[src/rtl/vga_ctrl_pkg.sv]
// Shared constants for the parametrised VGA colour controller: channel-select
// codes and the default 640x480@60 timing. Optional feature macro: VGA_COLOR_BARS_EN.
package vga_ctrl_pkg;

  typedef enum logic [1:0] {
    SEL_R   = 2'd0,
    SEL_G   = 2'd1,
    SEL_B   = 2'd2,
    SEL_ALL = 2'd3
  } sel_e;

  localparam int VGA_CLK_DIV  = 2;
  localparam int VGA_H_ACTIVE = 640;
  localparam int VGA_H_FP     = 16;
  localparam int VGA_H_SYNC   = 96;
  localparam int VGA_H_BP     = 48;
  localparam int VGA_V_ACTIVE = 480;
  localparam int VGA_V_FP     = 10;
  localparam int VGA_V_SYNC   = 2;
  localparam int VGA_V_BP     = 33;

endpackage

[src/rtl/vga_ctrl_param_sync.sv]
// vga_sync_gen: pixel-tick divider, h/v counters and registered sync/visible/frame-start.
// With VGA_COLOR_BARS_EN defined it also exports the colour-bar index of the current pixel.
module vga_sync_gen
  import vga_ctrl_pkg::*;
#(
  parameter int   CLK_DIV  = VGA_CLK_DIV,
  parameter int   H_ACTIVE = VGA_H_ACTIVE,
  parameter int   H_FP     = VGA_H_FP,
  parameter int   H_SYNC   = VGA_H_SYNC,
  parameter int   H_BP     = VGA_H_BP,
  parameter int   V_ACTIVE = VGA_V_ACTIVE,
  parameter int   V_FP     = VGA_V_FP,
  parameter int   V_SYNC   = VGA_V_SYNC,
  parameter int   V_BP     = VGA_V_BP,
  parameter logic SYNC_POL = 1'b0
) (
  input  logic       clk,
  input  logic       reset,
`ifdef VGA_COLOR_BARS_EN
  output logic [2:0] bar,
`endif
  output logic       active,
  output logic       frame_tick,
  output logic       hsync,
  output logic       vsync,
  output logic       visible,
  output logic       frame_start
);

  localparam int H_TOTAL  = H_ACTIVE + H_FP + H_SYNC + H_BP;
  localparam int V_TOTAL  = V_ACTIVE + V_FP + V_SYNC + V_BP;
  localparam int DW       = (CLK_DIV > 1) ? $clog2(CLK_DIV) : 1;
  localparam int HW       = $clog2(H_TOTAL);
  localparam int VW       = $clog2(V_TOTAL);
  localparam int HS_START = H_ACTIVE + H_FP;
  localparam int HS_END   = HS_START + H_SYNC;
  localparam int VS_START = V_ACTIVE + V_FP;
  localparam int VS_END   = VS_START + V_SYNC;

  logic [DW-1:0] div;
  logic [HW-1:0] h;
  logic [VW-1:0] v;
  logic          tick;
  logic          h_last;
  logic          v_last;
  logic          hs_on;
  logic          vs_on;

  assign tick   = (int'(div) == CLK_DIV - 1);
  assign h_last = (int'(h) == H_TOTAL - 1);
  assign v_last = (int'(v) == V_TOTAL - 1);

  always_ff @(posedge clk) begin
    if (reset) begin
      div <= '0;
      h   <= '0;
      v   <= '0;
    end else begin
      div <= tick ? '0 : div + DW'(1);
      if (tick) begin
        if (h_last) begin
          h <= '0;
          v <= v_last ? '0 : v + VW'(1);
        end else begin
          h <= h + HW'(1);
        end
      end
    end
  end

  assign hs_on      = (int'(h) >= HS_START) && (int'(h) < HS_END);
  assign vs_on      = (int'(v) >= VS_START) && (int'(v) < VS_END);
  assign active     = (int'(h) < H_ACTIVE) && (int'(v) < V_ACTIVE);
  assign frame_tick = tick && (h == '0) && (v == '0);

`ifdef VGA_COLOR_BARS_EN
  assign bar = 3'((int'(h) * 8) / H_ACTIVE);
`endif

  always_ff @(posedge clk) begin
    if (reset) begin
      hsync       <= ~SYNC_POL;
      vsync       <= ~SYNC_POL;
      visible     <= 1'b0;
      frame_start <= 1'b0;
    end else begin
      hsync       <= hs_on ? SYNC_POL : ~SYNC_POL;
      vsync       <= vs_on ? SYNC_POL : ~SYNC_POL;
      visible     <= active;
      frame_start <= frame_tick;
    end
  end

endmodule

[src/rtl/vga_ctrl_param.sv]
// Parametrised VGA solid-colour controller: button-stepped saturating colour channels,
// double-buffered at frame start. Optional macro VGA_COLOR_BARS_EN adds the Barras input.
module vga_ctrl_param
  import vga_ctrl_pkg::*;
#(
  parameter int             CLK_DIV  = VGA_CLK_DIV,
  parameter int             H_ACTIVE = VGA_H_ACTIVE,
  parameter int             H_FP     = VGA_H_FP,
  parameter int             H_SYNC   = VGA_H_SYNC,
  parameter int             H_BP     = VGA_H_BP,
  parameter int             V_ACTIVE = VGA_V_ACTIVE,
  parameter int             V_FP     = VGA_V_FP,
  parameter int             V_SYNC   = VGA_V_SYNC,
  parameter int             V_BP     = VGA_V_BP,
  parameter logic           SYNC_POL = 1'b0,
  parameter int             R_W      = 3,
  parameter int             G_W      = 3,
  parameter int             B_W      = 2,
  parameter logic [R_W-1:0] R_INIT   = '1,
  parameter logic [G_W-1:0] G_INIT   = '1,
  parameter logic [B_W-1:0] B_INIT   = '1
) (
  input  logic           Clock,
  input  logic           reset,
  input  logic           Up,
  input  logic           Down,
  input  logic [1:0]     Sel,
`ifdef VGA_COLOR_BARS_EN
  input  logic           Barras,
`endif
  output logic [R_W-1:0] Rojo,
  output logic [G_W-1:0] Verde,
  output logic [B_W-1:0] Azul,
  output logic           Hsinc,
  output logic           Vsinc,
  output logic           Visible,
  output logic           FrameStart
);

  sel_e           sel;
  logic           up_q, up_d, down_q, down_d;
  logic           inc, dec;
  logic           hit_r, hit_g, hit_b;
  logic           active, frame_tick;
  logic [R_W-1:0] r_work, r_next, r_disp, r_pix;
  logic [G_W-1:0] g_work, g_next, g_disp, g_pix;
  logic [B_W-1:0] b_work, b_next, b_disp, b_pix;
`ifdef VGA_COLOR_BARS_EN
  logic [2:0]     bar;
`endif

  vga_sync_gen #(
    .CLK_DIV (CLK_DIV),
    .H_ACTIVE(H_ACTIVE),
    .H_FP    (H_FP),
    .H_SYNC  (H_SYNC),
    .H_BP    (H_BP),
    .V_ACTIVE(V_ACTIVE),
    .V_FP    (V_FP),
    .V_SYNC  (V_SYNC),
    .V_BP    (V_BP),
    .SYNC_POL(SYNC_POL)
  ) u_sync (
`ifdef VGA_COLOR_BARS_EN
    .bar        (bar),
`endif
    .clk        (Clock),
    .reset      (reset),
    .active     (active),
    .frame_tick (frame_tick),
    .hsync      (Hsinc),
    .vsync      (Vsinc),
    .visible    (Visible),
    .frame_start(FrameStart)
  );

  always_ff @(posedge Clock) begin
    if (reset) begin
      up_q   <= 1'b0;
      up_d   <= 1'b0;
      down_q <= 1'b0;
      down_d <= 1'b0;
    end else begin
      up_q   <= Up;
      up_d   <= up_q;
      down_q <= Down;
      down_d <= down_q;
    end
  end

  // Simultaneous rising edges cancel each other.
  assign inc = (up_q & ~up_d) & ~(down_q & ~down_d);
  assign dec = (down_q & ~down_d) & ~(up_q & ~up_d);

  assign sel   = sel_e'(Sel);
  assign hit_r = (sel == SEL_R) || (sel == SEL_ALL);
  assign hit_g = (sel == SEL_G) || (sel == SEL_ALL);
  assign hit_b = (sel == SEL_B) || (sel == SEL_ALL);

  always_comb begin
    r_next = r_work;
    g_next = g_work;
    b_next = b_work;
    if (inc) begin
      if (hit_r && (r_work != '1)) r_next = r_work + R_W'(1);
      if (hit_g && (g_work != '1)) g_next = g_work + G_W'(1);
      if (hit_b && (b_work != '1)) b_next = b_work + B_W'(1);
    end else if (dec) begin
      if (hit_r && (r_work != '0)) r_next = r_work - R_W'(1);
      if (hit_g && (g_work != '0)) g_next = g_work - G_W'(1);
      if (hit_b && (b_work != '0)) b_next = b_work - B_W'(1);
    end
  end

  // The display copy samples the working value from before any same-cycle edge.
  always_ff @(posedge Clock) begin
    if (reset) begin
      r_work <= R_INIT;
      g_work <= G_INIT;
      b_work <= B_INIT;
      r_disp <= R_INIT;
      g_disp <= G_INIT;
      b_disp <= B_INIT;
    end else begin
      r_work <= r_next;
      g_work <= g_next;
      b_work <= b_next;
      if (frame_tick) begin
        r_disp <= r_work;
        g_disp <= g_work;
        b_disp <= b_work;
      end
    end
  end

  always_comb begin
    r_pix = r_disp;
    g_pix = g_disp;
    b_pix = b_disp;
`ifdef VGA_COLOR_BARS_EN
    if (Barras) begin
      r_pix = bar[2] ? r_disp : '0;
      g_pix = bar[1] ? g_disp : '0;
      b_pix = bar[0] ? b_disp : '0;
    end
`endif
  end

  always_ff @(posedge Clock) begin
    if (reset) begin
      Rojo  <= '0;
      Verde <= '0;
      Azul  <= '0;
    end else begin
      Rojo  <= active ? r_pix : '0;
      Verde <= active ? g_pix : '0;
      Azul  <= active ? b_pix : '0;
    end
  end

endmodule

[config.mk]
export PLATFORM = sky130hd
export DESIGN_NAME = vga_ctrl_param
export DESIGN_NICKNAME = d
export VERILOG_FILES = /design/src/rtl/vga_ctrl_pkg.sv /design/src/rtl/vga_ctrl_param_sync.sv /design/src/rtl/vga_ctrl_param.sv
export SDC_FILE = /design/constraint.sdc
export NUM_CORES = 1
export LEC_CHECK = 0
export BUFFER_PORTS_ARGS = -buffer_cell sky130_fd_sc_hd__buf_2
export CORE_ASPECT_RATIO = 0.9
export CORE_UTILIZATION = 45
export CTS_CLUSTER_DIAMETER = 30
export CTS_CLUSTER_SIZE = 20
export DETAILED_ROUTE_END_ITERATION = 7
export GPL_ROUTABILITY_DRIVEN = 0
export PLACE_DENSITY_LB_ADDON = 0.25
export SYNTH_ARGS = -nofsm -noshare
export SYNTH_HDL_FRONTEND = slang
export SYNTH_SLANG_ARGS = --single-unit
[constraint.sdc]
create_clock -name Clock -period 1.9 [get_ports Clock]
set_clock_uncertainty 0.05 [all_clocks]
set_input_delay 0.285 -clock Clock [delete_from_list [all_inputs] [get_ports Clock]]
set_output_delay 0.285 -clock Clock [all_outputs]
set_load 0.02 [all_outputs]
# Word level (Yosys, flattened, before mapping)
# Cells that the tools add are included.
dict set report classes {
  eq_ne 11
  reduce_logical 30
  mux 16
  bitwise 9
  add_sub_neg 9
  order_cmp 6
}
# operator n
set op_table {}
lappend op_table {{2-to-1 mux 3 bit} 8}
lappend op_table {{adder 10 x 1 -> 10 bit (second input constant)} 2}
lappend op_table {{zero test 10 bit} 2}
lappend op_table {{< comparator 10 bit (second input constant)} 2}
lappend op_table {{< comparator 10 x 9 -> 1 bit (second input constant)} 2}
lappend op_table {{2-to-1 mux 10 bit} 2}
lappend op_table {{logical AND 1 bit} 11}
lappend op_table {{== test 10 bit (second input constant)} 1}
lappend op_table {{== test 10 x 9 -> 1 bit (second input constant)} 1}
lappend op_table {{greater-or-equal comparator 10 bit (second input constant)} 1}
lappend op_table {{greater-or-equal comparator 10 x 9 -> 1 bit (second input constant)} 1}
lappend op_table {{nonzero test 2 bit} 5}
lappend op_table {{AND reduction 3 bit} 3}
lappend op_table {{2-to-1 mux 2 bit} 4}
lappend op_table {{adder 3 x 1 -> 3 bit (second input constant)} 2}
lappend op_table {{inequality test 2 x 1 -> 1 bit (second input constant)} 3}
lappend op_table {{inequality test 3 bit (second input constant)} 2}
lappend op_table {{nonzero test 3 bit} 2}
lappend op_table {{subtractor 3 x 1 -> 3 bit (second input constant)} 2}
lappend op_table {{inverter 1 bit} 5}
lappend op_table {{AND 1 bit} 4}
lappend op_table {{== test 2 bit (second input constant)} 2}
lappend op_table {{OR reduction 2 bit} 2}
lappend op_table {{logical OR 1 bit} 3}
lappend op_table {{other kinds (8)} 9}
dict set report word_totals {
  out_inout_bits 12
  input_bits 6
  regBits 53
}

# Depth between registers and ports, before layout
# Gate-level depths: netlist of run 1.
dict set report depth {
  word_depth 6
  ltp_mapped 9
  mapped_depth_nobuf 8
}

# Hierarchy
# From an unflattened synthesis of run 1, not the netlist that was laid out.
dict set report hier_totals {
  hier_cells 264
  area_unflattened_um2 2451.1
}
# mod n_inst area_each_um2 cells_each
set by_module_without_submodules {}
lappend by_module_without_submodules {vga_sync_gen 1 1262.5 147}
lappend by_module_without_submodules {vga_ctrl_param 1 1188.6 117}

# Worst setup path after synthesis of run 1
# Ideal clock, no wire load.
dict set report synth_timing {
  path_kind {reg-to-reg}
  start {register up_q}
  end {register r_work[2]}
  synth_period_minus_slack_ps 2070
  n_path_buf 1
  setup_slack_ps -170
  arrival_ps 1957
  path_stages_with_launch 9
  path_cell_list {dfxtp_1 nor2b_1 ha_1 clkbuf_1 inv_1 fa_1 xor2_1 or3_1 nand3_1}
}
dict set report synth_via {
  elab_chain_len 5
  word_cells_on_any_way 9
  cone_classes {eq/ne (1); mux (1); bitwise (4); reduce/logical (3)}
}
# item line
set synth_rtl {}
lappend synth_rtl {{start, declared} vga_ctrl_param.sv:41} ;# logic up_q, up_d, down_q, down_d;
lappend synth_rtl {{start signal, assigned} vga_ctrl_param.sv:84} ;# up_q <= Up;
lappend synth_rtl {{AND 1 bit (*)} {vga_ctrl_param.sv:92, vga_ctrl_param.sv:93}}
lappend synth_rtl {{inverter 1 bit} vga_ctrl_param.sv:93} ;# assign dec = (down_q & ~down_d) & ~(up_q & ~up_d);
lappend synth_rtl {{AND 1 bit} vga_ctrl_param.sv:93}
lappend synth_rtl {{nonzero test 2 bit (no line)} -}
lappend synth_rtl {{AND reduction 3 bit (no line)} -}
lappend synth_rtl {{end signal, assigned} vga_ctrl_param.sv:125} ;# r_work <= r_next;
lappend synth_rtl {{end, declared} vga_ctrl_param.sv:45} ;# logic [R_W-1:0] r_work, r_next, r_disp, r_pix;
# Mark *: on every way between the ends. The rest lies on a longest branch, timed or not.
# A chain may end at the register's enable or synchronous reset.

# Final worst setup path of run 1
dict set report layout_timing {
  start {register u_sync.h[0]}
  end {register g_disp[0]}
}
dict set report layout_via {
  elab_chain_len 3
}
# item line
set layout_rtl {}
lappend layout_rtl {{start, declared} vga_ctrl_param_sync.sv:41} ;# logic [HW-1:0] h;
lappend layout_rtl {{start signal, assigned} vga_ctrl_param_sync.sv:65} ;# h <= h + HW'(1);
lappend layout_rtl {{zero test 10 bit} vga_ctrl_param_sync.sv:74} ;# assign frame_tick = tick && (h == '0) && (v == '0);
lappend layout_rtl {{logical AND 1 bit (2 in series)} vga_ctrl_param_sync.sv:74}
lappend layout_rtl {{end signal, assigned} vga_ctrl_param.sv:130} ;# g_disp <= g_work;
lappend layout_rtl {{end, declared} vga_ctrl_param.sv:46} ;# logic [G_W-1:0] g_work, g_next, g_disp, g_pix;
# Every way passes these cells.

==> results of run 1 <==
## kinds of logic (layout without fill, tap and decap cells)
| group | after synthesis | after routing |
|---|---|---|
| buffers and inverters | 25 | 72 |
| xor gates and xnor gates | 15 | 15 |
| AOI/OAI and AO/OA | 40 | 40 |
| DFF | 53 | 53 |
| and+or+nand+nor | 114 | 115 |
| muxes | 2 | 2 |
| adders and majority gates | 10 | 10 |
## placed cells by master (no fill, tap or decap), types with 7 or more instances in the layout
master   Yosys  routed
buf_2        2      17
and2_1       9       9
o21ai_0      8       7
buf_4        1      32
a21oi_1      8       7
nand3_1     24      24
nand2_1     11      11
xor2_1       9       9
nor2_1      18      17
nor3_1       9       9
dfxtp_1     53      50
inv_1       14      11
## final cells by class
class / count / area, sq um / area share, %
clock buffers: 5 / 68.8 / 2.36
clock inverters: 3 / 25.0 / 0.860
inverters: 14 / 52.6 / 1.81
multi-input cells: 182 / 1280 / 44.0
flip-flops and latches: 53 / 1060 / 36.6
well taps: 65 / 81.3 / 2.79
repair buffers: 50 / 337 / 11.6
## layer usage
metal	GRT usage, %	wire (um)	part of all wire (%)
met5	0	0	0
met4	8.02	96	1.9
met3	3.87	211	4.2
met2	31.0	2220	44
met1	27.3	2510	50
## flip-flops by register name, summed over array words and instances (netlist names), 2 cells and up
| signal | cells |
|---|---|
| b_work | 2 |
| u_sync.h | 10 |
| u_sync.v | 10 |
| b_disp | 2 |
| g_work | 3 |
| r_disp | 3 |
| Azul | 2 |
| Rojo | 3 |
| g_disp | 3 |
| r_work | 3 |
| Verde | 3 |
## report_power, final
group          switching [mW]  total, mW  internal (mW)
clock                   0.403      0.670          0.267
combinational           0.139      0.258          0.119
sequential             0.0325       1.20           1.16
## stage by stage
| stage | instances | hold WS (ps) | cell area [sq um] |
|---|---|---|---|
| final | 372 | 127 | 2910 |
| after global routing | 372 | 128 | 2910 |
| after CTS | 369 | 124 | 2850 |
| after detailed placement | 360 | 398 | 2740 |
| after global placement | 360 | 391 | 2740 |
| after floorplan | 259 | 356 | 2410 |
## timing repair
action | 4_1_cts | 5_1_grt
buffers inserted | 0 | 3
gates cloned | 1 | 0
endpoints found under the setup margin | 3 | 17
gates resized for setup | 4 | 13
pin swaps | 1 | 6
hold buffers | 0 | 0
## worst max-delay path, cell delays in order, from the launching register on
cell	delay (ps)
dfxtp_2	350
inv_2	50
ha_2	150
or4b_4	460
or4_4	470
o21ai_2	150
o311ai_2	110
## final timing paths
check	start	endpoint	slack, ps	depth (start not counted)
worst min register to register	up_q	up_d	410	1
worst max-delay path	u_sync.h[0]	g_disp[0]	-0.5	6
worst min-delay path	Up	up_q	130	2
worst max register to register	u_sync.h[0]	g_disp[0]	-0.5	6
==> run summary, run 1 <==
EDFF count, synth -> 0
Via Count -> 1,996
# clock sinks -> 53
setup violators final -> 1
Post-Syn Instances -> 259
first drt pass iteration count -> 4
core box area -> 4950 sq um
Final ANT Viol Nets -> 0
Die Wd -> 78.7 um
gr ovfl total -> 0
number of global-route vias before repair -> 1,915
pin count of the biggest net entering global routing -> 19
Setup CP Type -> reg -> reg
Static Leak -> 1.16 nW
worst hold path class -> in -> reg
Synth warnings -> 0
H-tree depth -> 2
CTS buffer count -> 5
PwrDens -> 730 nW/um^2
DRC Markers -> 0
Slew Limit Fails -> 0
Slew @ Worst Pin -> 631 ps
FMAX -> 0.526 GHz
Synth area leaders -> dfxtp_1, nand3_1, ha_1
overall routing resource usage -> 20.0%
CTS Root Buffer Type -> clkbuf_8
Synth Area in Simple Gates -> 27.3%
peak supply drop -> 0.560 mV
diodes inserted -> 0
Initial DRC Count -> 108
post-synth top area cell -> dfxtp_1
final hold violation count -> 0
Post-Route WL -> 5040 um
Nets -> 322
xor/xnor share of the synthesized area -> 5.51%
RSZ-0062 raised after global routing -> yes
clk_lat worst skew -> 320 ps
CP startpoint kind -> register
final setup margin -> -0.514 ps
CTS tree -> yes
register area share after synthesis -> 44.5%
routed vias/inst -> 5.37
Tmin final -> 1900 ps
Core Util, Final -> 58.7%
Compound-Gate Fraction of Synth Area -> 11.7%
initial antenna violation count -> 0
power consumption -> 2.12 mW
synthesized area per cell -> 9.20 sq um
I/O Buffers -> 17
failing checks -> setup timing
most frequent cell after synthesis -> dfxtp_1
Detailed Place HPWL -> 3670 um
post-synth top area share -> 44.5%
outcome -> complete, but fails checks
asr flop ratio synth -> 0%
Rows -> 24
Slew HR -> 57.8%
Setup TNS -> -0.514 ps
FILL cells -> 432
arrival time at the worst endpoint -> 2050 ps
post-synthesis mux area share -> 0.892%
Initial Utilization -> 48.1%
share of layout cells above drive strength 1 -> 27.7%
Top Ports -> 18
CTS clock-pin slew for the worst setup and hold paths -> 100 ps
DP Worst Slack -> -27.8 ps
Period Utilization, post-route -> 100%
ys flop type -> dfxtp_1
main combinational cell family by area after synthesis -> simple AND/OR/NAND/NOR gates
Die Span Y -> 71.0 um
max cap viols -> 0
Yosys reg bits -> 53
Layout area overhead -> 22.1%
Yosys cell types -> 49
Synth top cells by count -> dfxtp_1, nand3_1, nor2_1
worst path required time -> 2050 ps
CP endpoint kind -> register
Mapped Nets -> 275
critical path peak fanout -> 5
Cell Area, Synth -> 2380 sq um
Max Root-Sink Buffers -> 2
first-pass GRT wire length -> 8740 um
routed len/inst -> 13.6 um
adder and majority gate portion of the synthesized area -> 5.88%
die area -> 5590 sq um
Power figures use the tool's default switching activity.
==> run 2: changes to the inputs <==
--- a/config.mk
+++ b/config.mk
@@ -12,7 +12,7 @@
 export CTS_CLUSTER_SIZE = 20
 export DETAILED_ROUTE_END_ITERATION = 7
 export GPL_ROUTABILITY_DRIVEN = 0
-export PLACE_DENSITY_LB_ADDON = 0.25
+export PLACE_DENSITY_LB_ADDON = 0.15
 export SYNTH_ARGS = -nofsm -noshare
 export SYNTH_HDL_FRONTEND = slang
 export SYNTH_SLANG_ARGS = --single-unit
==> run 2 against run 1 <==
  * The flow now finishes without violations
  * Sequential cell count did not move
  * Cell count is 0.54% lower
  * Combinational power about the same
  * Clock power down 6.9%
  * Critical path depth unchanged
  * Critical path type unchanged
  * Sequential power hardly changed
  * Final area barely moved
  * Critical endpoint unchanged
==> run summary, run 2 (synthesis gave the netlist of run 1 again) <==
outcome -> completed
worst hold path class -> in -> reg
number of global-route vias before repair -> 1,789
worst path required time -> 2040 ps
DP Worst Slack -> -28.0 ps
CP endpoint kind -> register
Core Util, Final -> 58.7%
switching power -> 0.544 mW
Post-CTS Hold Buffers -> 0
routed vias/inst -> 5.37
CTS buffer count -> 5
commonest non-fill, non-tap cells in the layout -> dfxtp_1, buf_4, nand3_1
diodes inserted -> 0
CTS tree -> yes
pin count of the biggest net entering global routing -> 17
M1 GR Usage -> 28.5%
Tmin final -> 1900 ps
Slew Limit Fails -> 0
internal power -> 1.54 mW
Switching Share -> 26.1%
CTS clock-pin slew for the worst setup and hold paths -> 100 ps
gr ovfl total -> 0
r2r endpoint -> g_disp[0]
routed len/inst -> 13.6 um
FMAX -> 0.527 GHz
DP Cell Count -> 360
Die Wd -> 78.7 um
CTS Root Buffer Type -> clkbuf_8
share of layout cells above drive strength 1 -> 27.9%
PwrDens -> 717 nW/um^2
Detailed Place HPWL -> 3640 um
Hold Path End -> down_q
met2 Use GR -> 29.8%
arrival time at the worst endpoint -> 2040 ps
Final ANT Viol Nets -> 0
min-delay src -> Down
critical path peak fanout -> 5
first-pass GRT wire length -> 8560 um
Period Utilization, post-route -> 99.9%
initial antenna violation count -> 0
# clock sinks -> 53
Seq pwr share -> 57.5%
hold slack -> 140 ps
Critical R2R Launch -> u_sync.h[0]
setup violators final -> 0
max cap viols -> 0
clk_lat worst skew -> 300 ps
Slew HR -> 57.7%
GR peak layer -> met2
commonest non-fill, non-tap cell in the layout -> dfxtp_1
Nets -> 320
core box area -> 4950 sq um
share of power burned in the clock network -> 30.0%
H-tree depth -> 2
Max Root-Sink Buffers -> 2
Post-Route WL -> 5040 um
Initial DRC Count -> 143
Slew @ Worst Pin -> 633 ps
Rows -> 24
worst hold path depth -> 2
die area -> 5590 sq um
Top Ports -> 18
FF-to-FF setup slack -> 2 ps
met3 Usage GRT -> 4.26%
reg2reg path depth -> 6
RSZ-0062 raised after global routing -> yes
peak supply drop -> 0.694 mV
first drt pass iteration count -> 4
final setup margin -> 2.46 ps
overall routing resource usage -> 19.7%
CP startpoint kind -> register
largest registers -> u_sync.h (10), u_sync.v (10)
final hold violation count -> 0
Initial Utilization -> 48.1%
Layout area overhead -> 22.0%
logic gate share of total power -> 12.5%
Static Leak -> 1.15 nW
Setup CP Type -> reg -> reg
Via Count -> 1,986
I/O Buffers -> 17
Final Non-Filler Cells -> 370
DRC Markers -> 0
Die Span Y -> 71.0 um
run 2: cell count changes in the layout (fill, tap and decap cells not counted), sizes merged:
cell and delta:
buf -2, clkinv +1, inv -1
run 2: how the worst max path moves through the flow:
| stage | startpoint | end | slack, ps | cells past startpoint |
|---|---|---|---|---|
| after floorplan | u_sync.h[7] | g_disp[0] | -50 | 5 |
| after global placement | u_sync.h[0] | g_disp[0] | 10 | 6 |
| after CTS | u_sync.h[0] | g_disp[0] | 5 | 6 |
| final | u_sync.h[0] | g_disp[0] | 2 | 6 |
| after global routing | u_sync.h[0] | r_disp[0] | -70 | 7 |
| after detailed placement | u_sync.h[0] | g_disp[0] | -30 | 6 |
run 2: per-layer routing:
layer | wire (um) | share of wire, %
met2 | 2150 | 43
met3 | 187 | 3.7
met5 | 0 | 0
met1 | 2660 | 53
met4 | 44 | 0.87
run 2: what timing repair did:
item,in CTS,in global routing
pin swaps,1,3
endpoints found under the hold margin,0,0
resized for setup,5,15
endpoints found under the setup margin,9,14
cloned,1,0
setup buffers,0,1
run 2: critical path, stage by stage (launching register included):
cell and delay (ps):
dfxtp_2 340, inv_2 60, ha_1 130, or4b_4 480, or4_4 480, o21ai_2 150
o311ai_2 100
run 2: layout make-up:
cell class                      count  area (sq um)
Clock buffer                        5          68.8
Clock inverter                      3          17.5
Fill cell                         467          2050
Inverter                           14          52.6
Multi-Input combinational cell    182          1310
Sequential cell                    53          1060
Tap cell                           65          81.3
Timing Repair Buffer               48           318
run 2: metrics by stage:
stage / power [mW] / cell area [sq um] / TNS, ps
floorplan: 1.39 / 2410 / -130
global placement: 1.46 / 2740 / 0
detailed placement: 1.47 / 2740 / -71.7
CTS: 2.09 / 2850 / 0
global route: 2.18 / 2910 / -491
finish: 2.08 / 2910 / 0
run 2: power groups by stage:
stage               logic [mW]  clock network [mW]  registers (mW)
finish                   0.261               0.624            1.20
global route             0.291               0.684            1.21
CTS                      0.252               0.639            1.20
detailed placement       0.246                   0            1.22
global placement         0.240                   0            1.22
floorplan                0.154                   0            1.24
==> run 3: changes to the inputs <==
--- a/config.mk
+++ b/config.mk
@@ -6,7 +6,6 @@
 export NUM_CORES = 1
 export LEC_CHECK = 0
 export BUFFER_PORTS_ARGS = -buffer_cell sky130_fd_sc_hd__buf_2
-export CORE_ASPECT_RATIO = 0.9
 export CORE_UTILIZATION = 45
 export CTS_CLUSTER_DIAMETER = 30
 export CTS_CLUSTER_SIZE = 20
==> run 3 against run 2 <==
  * Core utilization fell by 1.2 points
  * Die area barely moved
  * Via count rose by 0.86%
  * Sequential cell count did not move
  * Largest cell class unchanged
  * Clock-buffer cell count did not move
  * Setup slack barely moved
==> run summary, run 3 (synthesis gave the netlist of run 1 again) <==
outcome -> completed
PwrDens -> 720 nW/um^2
gr ovfl total -> 0
pin count of the biggest net entering global routing -> 19
overall routing resource usage -> 19.5%
Nets -> 325
DP Area -> 2770 sq um
Slew HR -> 73.4%
number of global-route vias before repair -> 1,777
H-tree depth -> 2
DRC Markers -> 0
RSZ-0062 raised after global routing -> yes
Critical R2R Launch -> u_sync.h[0]
Layout area overhead -> 23.3%
Die Span Y -> 74.8 um
core box area -> 5110 sq um
# clock sinks -> 53
clk_lat worst skew -> 310 ps
peak supply drop -> 0.346 mV
largest registers -> u_sync.h (10), u_sync.v (10)
Setup CP Type -> reg -> reg
die area -> 5590 sq um
design area -> 2940 sq um
Static Leak -> 1.18 nW
FMAX -> 0.527 GHz
CTS buffer count -> 5
I/O Buffers -> 17
Top Ports -> 18
first drt pass iteration count -> 4
Period Utilization, post-route -> 99.9%
CTS Root Buffer Type -> clkbuf_8
worst setup path start -> u_sync.h[0]
commonest non-fill, non-tap cells in the layout -> dfxtp_1, buf_4, nand3_1
max cap viols -> 0
critical path peak fanout -> 5
worst hold path class -> in -> reg
Core Util, Final -> 57.5%
commonest non-fill, non-tap cell in the layout -> dfxtp_1
worst path required time -> 2050 ps
Final ANT Viol Nets -> 0
Rows -> 26
arrival time at the worst endpoint -> 2040 ps
Post-Route WL -> 4970 um
Slew @ Worst Pin -> 396 ps
CTS clock-pin slew for the worst setup and hold paths -> 100 ps
Post-CTS Hold Buffers -> 0
diodes inserted -> 0
routed len/inst -> 13.1 um
power consumption -> 2.12 mW
CTS tree -> yes
Die Wd -> 74.8 um
min-delay src -> Up
initial antenna violation count -> 0
Tmin final -> 1900 ps
Initial DRC Count -> 118
Max Root-Sink Buffers -> 2
Slew Limit Fails -> 0
CP startpoint kind -> register
Initial Utilization -> 46.7%
first-pass GRT wire length -> 8290 um
setup violators final -> 0
share of layout cells above drive strength 1 -> 28.1%
routed vias/inst -> 5.27
final hold violation count -> 0
Via Count -> 2,003
Detailed Place HPWL -> 3590 um
CP endpoint kind -> register
[run 3: metrics by stage]
step	setup WS, ps	setup TNS, ps	hold slack (ps)	instances
2_1_floorplan	-48.8	-130	356	259
3_3_place_gp	14.0	0	390	368
3_5_place_dp	-31.9	-38.1	401	368
4_1_cts	-8.35	-8.35	122	378
5_1_grt	-93.7	-427	118	380
6_report	2.83	0	125	380
[run 3: report_power, final]
group	total (mW)	internal, mW	switching, mW	leakage (nW)
Sequential	1.20	1.17	0.0333	0.436
Clock	0.653	0.266	0.387	0.0447
Combinational	0.265	0.125	0.139	0.696
[run 3: layer usage]
layer | routed length, um | track usage (%) | part of all wire [%] | vias up
met4 | 59 | 5.66 | 1.2 | 0
met3 | 118 | 4.02 | 2.4 | 5
met5 | 0 | 0 | 0 | -
met1 | 2510 | 26.5 | 50 | 950
met2 | 2280 | 31.2 | 46 | 27
li1 | - | - | - | 1021
[run 3: worst paths after layout]
| check | slack (ps) | to | cells after the start |
|---|---|---|---|
| setup reg to reg | 3 | g_disp[0] | 6 |
| hold / removal | 130 | up_q | 2 |
| hold reg to reg | 420 | Verde[2] | 1 |
| setup / recovery | 3 | g_disp[0] | 6 |
[run 3: layout make-up]
type | instances | area [sq um]
clock inverter | 3 | 25.0
clock buffer | 5 | 68.8
fill | 454 | 2170
timing repair buffer | 53 | 359
inverter | 14 | 52.6
tap | 70 | 87.6
sequential | 53 | 1070
multi-input combinational | 182 | 1280
[run 3: what timing repair did]
action	4_1_cts	5_1_grt
buffers inserted	1	2
setup endpoints to repair	8	18
cloned	1	0
resized for setup	4	12
pin swaps	1	3
[run 3: worst max-delay path, stage by stage, from the launching register on]
cell	delay, ps
dfxtp_2	340
inv_2	60
ha_1	130
or4b_4	470
or4_4	480
o21ai_2	140
o311ai_2	100
